===== src/rtl/stepper_phase_decoder.sv =====
// Decodes a monitored full-step bipolar coil pattern into step pulses, direction,
// absolute position and sticky error status for closed-loop position readback.
module stepper_phase_decoder #(
  parameter int p_count_limit = 200,
  parameter int p_stable      = 2
) (
  input  logic       i_clk,
  input  logic       i_rst_n,
  input  logic [3:0] i_phase,
  input  logic       i_clr_err,
  output logic       o_step,
  output logic       o_dir,
  output logic [7:0] o_count,
  output logic [1:0] o_pos,
  output logic       o_locked,
  output logic       o_err,
  output logic [1:0] o_err_code
);

  localparam logic [7:0] c_limit  = 8'(p_count_limit);
  localparam logic [3:0] c_stable = 4'(p_stable);

  typedef enum logic {st_unlocked, st_locked} lock_state_e;

  lock_state_e state_q, state_d;
  logic [3:0] s1, s2, last;
  logic [3:0] cnt, run;
  logic       same, accept;
  logic       legal;
  logic [1:0] idx, delta;
  logic [1:0] ref_q, ref_d;
  logic [7:0] count_d;
  logic       dir_d, step_d;
  logic       err_ev;
  logic [1:0] err_code_ev;

  // cnt saturates at c_stable so a held value is accepted exactly once.
  always_comb begin
    same = (s2 == last);
    if (same) run = (cnt == c_stable) ? c_stable : cnt + 4'd1;
    else      run = 4'd1;
    accept = (run == c_stable) && !(same && (cnt == c_stable));
  end

  always_comb begin
    legal = 1'b1;
    idx   = 2'd0;
    case (s2)
      4'b1100: idx = 2'd0;
      4'b0110: idx = 2'd1;
      4'b0011: idx = 2'd2;
      4'b1001: idx = 2'd3;
      default: legal = 1'b0;
    endcase
  end

  always_comb begin
    state_d     = state_q;
    ref_d       = ref_q;
    count_d     = o_count;
    dir_d       = o_dir;
    step_d      = 1'b0;
    err_ev      = 1'b0;
    err_code_ev = 2'b00;
    delta       = 2'(idx - ref_q);
    if (accept && (s2 != 4'b0000)) begin
      if (!legal) begin
        err_ev      = 1'b1;
        err_code_ev = 2'b01;
      end else if (state_q == st_unlocked) begin
        state_d = st_locked;
        ref_d   = idx;
      end else begin
        ref_d = idx;
        case (delta)
          2'd1: begin
            if (o_count < c_limit) begin
              count_d = o_count + 8'd1;
              dir_d   = 1'b1;
              step_d  = 1'b1;
            end else begin
              err_ev      = 1'b1;
              err_code_ev = 2'b11;
            end
          end
          2'd3: begin
            if (o_count > 8'd0) begin
              count_d = o_count - 8'd1;
              dir_d   = 1'b0;
              step_d  = 1'b1;
            end else begin
              err_ev      = 1'b1;
              err_code_ev = 2'b11;
            end
          end
          2'd2: begin
            err_ev      = 1'b1;
            err_code_ev = 2'b10;
          end
          default: ;
        endcase
      end
    end
  end

  always_ff @(posedge i_clk or negedge i_rst_n) begin
    if (!i_rst_n) begin
      s1      <= '0;
      s2      <= '0;
      last    <= '0;
      cnt     <= '0;
      state_q <= st_unlocked;
      ref_q   <= '0;
      o_count <= '0;
      o_dir   <= 1'b0;
      o_step  <= 1'b0;
    end else begin
      s1      <= i_phase;
      s2      <= s1;
      last    <= s2;
      cnt     <= run;
      state_q <= state_d;
      ref_q   <= ref_d;
      o_count <= count_d;
      o_dir   <= dir_d;
      o_step  <= step_d;
    end
  end

  // A new error in the clearing cycle takes priority over the clear.
  always_ff @(posedge i_clk or negedge i_rst_n) begin
    if (!i_rst_n) begin
      o_err      <= 1'b0;
      o_err_code <= '0;
    end else if (err_ev && (!o_err || i_clr_err)) begin
      o_err      <= 1'b1;
      o_err_code <= err_code_ev;
    end else if (i_clr_err) begin
      o_err      <= 1'b0;
      o_err_code <= '0;
    end
  end

  assign o_locked = (state_q == st_locked);

  always_comb begin
    if (o_count == 8'd0)         o_pos = 2'b00;
    else if (o_count == c_limit) o_pos = 2'b01;
    else                         o_pos = 2'b10;
  end

endmodule


===== config.mk =====
export PLATFORM = sky130hd
export DESIGN_NAME = stepper_phase_decoder
export DESIGN_NICKNAME = d
export VERILOG_FILES = /design/src/rtl/stepper_phase_decoder.sv
export SDC_FILE = /design/constraint.sdc
export NUM_CORES = 1
export LEC_CHECK = 0
export BUFFER_PORTS_ARGS = -buffer_cell sky130_fd_sc_hd__buf_2
export CAP_MARGIN = 0
export CELL_PAD_IN_SITES_DETAIL_PLACEMENT = 0
export CELL_PAD_IN_SITES_GLOBAL_PLACEMENT = 1
export CORE_MARGIN = 8
export CORE_UTILIZATION = 44
export DETAILED_ROUTE_END_ITERATION = 12
export GPL_ROUTABILITY_DRIVEN = 0
export PLACE_DENSITY = 0.78
export SETUP_SLACK_MARGIN = 0.02
export SLEW_MARGIN = 20
export SYNTH_ARGS = -nofsm -noshare
export SYNTH_HDL_FRONTEND = slang
export SYNTH_SLANG_ARGS = --single-unit

===== constraint.sdc =====
create_clock -name i_clk -period 5 [get_ports i_clk]
set_input_delay 0.5 -clock i_clk [delete_from_list [all_inputs] [get_ports i_clk]]
set_output_delay 0.5 -clock i_clk [all_outputs]
set_load 0.02 [all_outputs]

==> impl_metrics.ini <==
[drt]
first_iter_violations = 72
drt_first_pass_iters = 4
avgRoutedWirePerCell_um = 14.0
drc = 0
drtAntennaViolNets = 0
detail_route.wirelength.met1_um = 1560
dr_total_vias = 1261
wl_met3_um = 195
top_signal_layer_used = met4
wirelength_um = 3310
vias_per_cell = 5.34
detailroute.wirelength.met2_um = 1500

[cells_and_area]
finish.net_count = 204
layout.filler_cells = 329
layout-drive-gt1-share_pct = 23.9
insertedDiodeCount = 0
layout_commonest_cell = dfrtp_1
area_growth_from_synthesis_to_final_layout_pct = 15.6
finish.utilization_pct = 53.4
mostFrequentLayoutCells = dfrtp_1 (32), buf_2 (22), nor2_1 (15)
final_design_area_no_fill_um2 = 1970

[min_path]
worst_hold_path_type = in -> async

[timing]
setup-tns-final_ps = 0
slew_limit_headroom_pct = 52.1
worst_hold_slack_ps = 255
final_max_slew_viol_count = 0
fin_crit_sh_pct = 71.6
fin_ws_ps = 1420
worst-slew-pin-transition_ps = 718
hold_violation_count_in_the_final_report = 0
clock-skew-final_ps = 4.08
period_needed_ps = 3580
max_freq_mhz = 279
grt_setup_unrepaired = no
setup_violations = 0

[pwr]
power_leakage_nw = 0.921
power.ir.vdd_worst_uv = 249
power_density_nw_per_um2 = 292

[synthesis]
yosysWarningCount = 0
post_synthesis_cells = 158
yosys.cell_types.count = 41
ys_seq_elements = 32
yosysTopAreaCellShare_pct = 47.0
post_synthesis_async_set_or_reset_flop_share_pct = 100
synth-edff-count = 0
synth_flop_cell = dfrtp_1
syn-cell-area_um2 = 1700
synth_area_leaders = dfrtp_1 (47%), ha_1 (6.6%), xnor2_1 (4.1%)
synth_area_leader_cell = dfrtp_1
postSynthNetCount = 175
synth.yosys.seq_area_share_pct = 47.0
avgSynthCellArea_um2 = 10.8

[floorplanning]
coreArea_um2 = 3690
floorplan.die_area_um2 = 6120
initial_utilization_pct = 46.2
ios = 23
floorplan.die.height_um = 78.2
floorplan.rows = 22
chipWidth_um = 78.2

[cts]
cts_num_sinks = 32
tritoncts = yes
insertion_delay_ps = 300
ctsHoldBuffers = 0
clk_pin_slew_worst_paths_ps = 80
cts_setup_buffers = 0
cts_resized = 0
numCtsBuffers = 5
cts-htree-levels = 2
cts.path.max_buffers = 2
cts_root_buffer = clkbuf_8

[critical_path]
critPathCaptureType = flop
critPathTopFamily = simple AND/OR/NAND/NOR gates
timing.critical_path.cells = nor2_1 > and3_2 > a31oi_1 > ha_1 > xor2_1 > and4_2 > nor3_1 > buf_4 > inv_1 > fa_1 > nor2b_1 > o21ai_0 > a21boi_0 > or3_1 > o2111ai_1 > mux2_2
worst_setup_path_class = reg -> reg
start_kind = flop
max_stage_delay_ps = 470
ff_to_ff_setup_slack_ps = 1420
crit_path_max_fanout = 8
slowest_stage = dfrtp_1
crit_buf_inv = 2
worst_ep_arrival_time_ps = 3760
required_ps = 5180

[placement]
pre_cts_slack_ps = 1440
hpwlAfterDp_um = 2440
portBuffers = 22
place_area_um2 = 1880

[global_routing]
grt_first_pass_wirelength_um = 6080
globalRoute.totalOverflow = 0
grt_use_total_pct = 12.1
maximum_number_of_pins_on_one_net_before_global_route_repair = 33
antenna_found_initial = 0
first_global_vias = 1330

[job]
drv_cap = 0

[outcome]
run_status = complete, no violations
-- final timing paths --
check,startpoint,to,depth (start not counted)
max,s2[0],o_count[6],16
min,i_rst_n,o_err_code[1],1
max reg2reg,s2[0],o_count[6],16
min reg2reg,s1[3],s2[3],0
max in group asynchronous,i_rst_n,cnt[0],1
min in group i_clk,i_phase[1],s1[1],1
-- kinds of logic after synthesis --
kind of cell	synth area share (%)
AOI/OAI and AO/OA	11.7
xor gates and xnor gates	7.64
adders and majority gates	7.78
and+or+nand+nor	18.6
buffers and inverters	1.84
muxes	5.43
DFF	47.0
-- registers in the layout, summed over array words and instances (netlist names) --
signal and count:
last 4, o_err 1, o_step 1, s2 4, ref_q 2, s1 4
cnt 4, o_count 8, o_locked 1, o_dir 1, o_err_code 2
-- worst register-to-register path: cells and delay by family, from the launching register on --
kind / cells / cell delay [ps]
flip-flops: 1 / 470
buffers and inverters: 2 / 250
multiplexers: 1 / 270
adder cells (fa/ha/maj): 2 / 640
AND/OR/NAND/NOR: 6 / 1130
XOR/XNOR: 1 / 160
AO/OA/AOI/OAI: 4 / 550
-- report_power, final --
part            total, W  switching (W)  internal [W]  leakage [nW]
Clock           0.000208       0.000110     0.0000985        0.0404
Sequential      0.000284      0.0000120      0.000272         0.411
Combinational  0.0000827      0.0000488     0.0000339         0.469
Total           0.000575       0.000170      0.000404         0.921
-- routing by layer --
layer  track usage (%)  vias up
met4              4.63        0
met2              18.6       26
met5                 0        -
met3              5.01        7
li1                  -      621
met1              14.7      607
-- Yosys cell counts (3+ instances only) --
| master | number |
|---|---|
| inv_1 | 7 |
| nor3_1 | 7 |
| nand3_1 | 3 |
| o21ai_0 | 4 |
| dfrtp_1 | 32 |
| xnor2_1 | 8 |
| nand2b_1 | 8 |
| ha_1 | 9 |
| nand4_1 | 3 |
| nor2_1 | 15 |
| nand2_1 | 8 |
| o22ai_1 | 3 |
| a21oi_1 | 5 |
| xor2_1 | 5 |
| mux2_2 | 6 |
| a31oi_1 | 3 |
| nor2b_1 | 5 |
-- layout make-up --
cell class / instances / area [um^2] / area share [%]
inverter: 7 / 26.3 / 1.33
multi-input combinational: 118 / 872 / 44.3
clock buffer: 5 / 68.8 / 3.49
clock inverter: 3 / 23.8 / 1.21
tap: 48 / 60.1 / 3.05
timing repair buffer: 23 / 118 / 5.97
sequential: 32 / 801 / 40.7
-- per-stage QoR --
stage / total power [W] / instances
2_1_floorplan: 0.000345 / 158
3_3_place_gp: 0.000370 / 228
3_5_place_dp: 0.000373 / 228
4_1_cts: 0.000582 / 236
5_1_grt: 0.000603 / 236
6_report: 0.000575 / 236
Power figures use the tool's default switching activity.
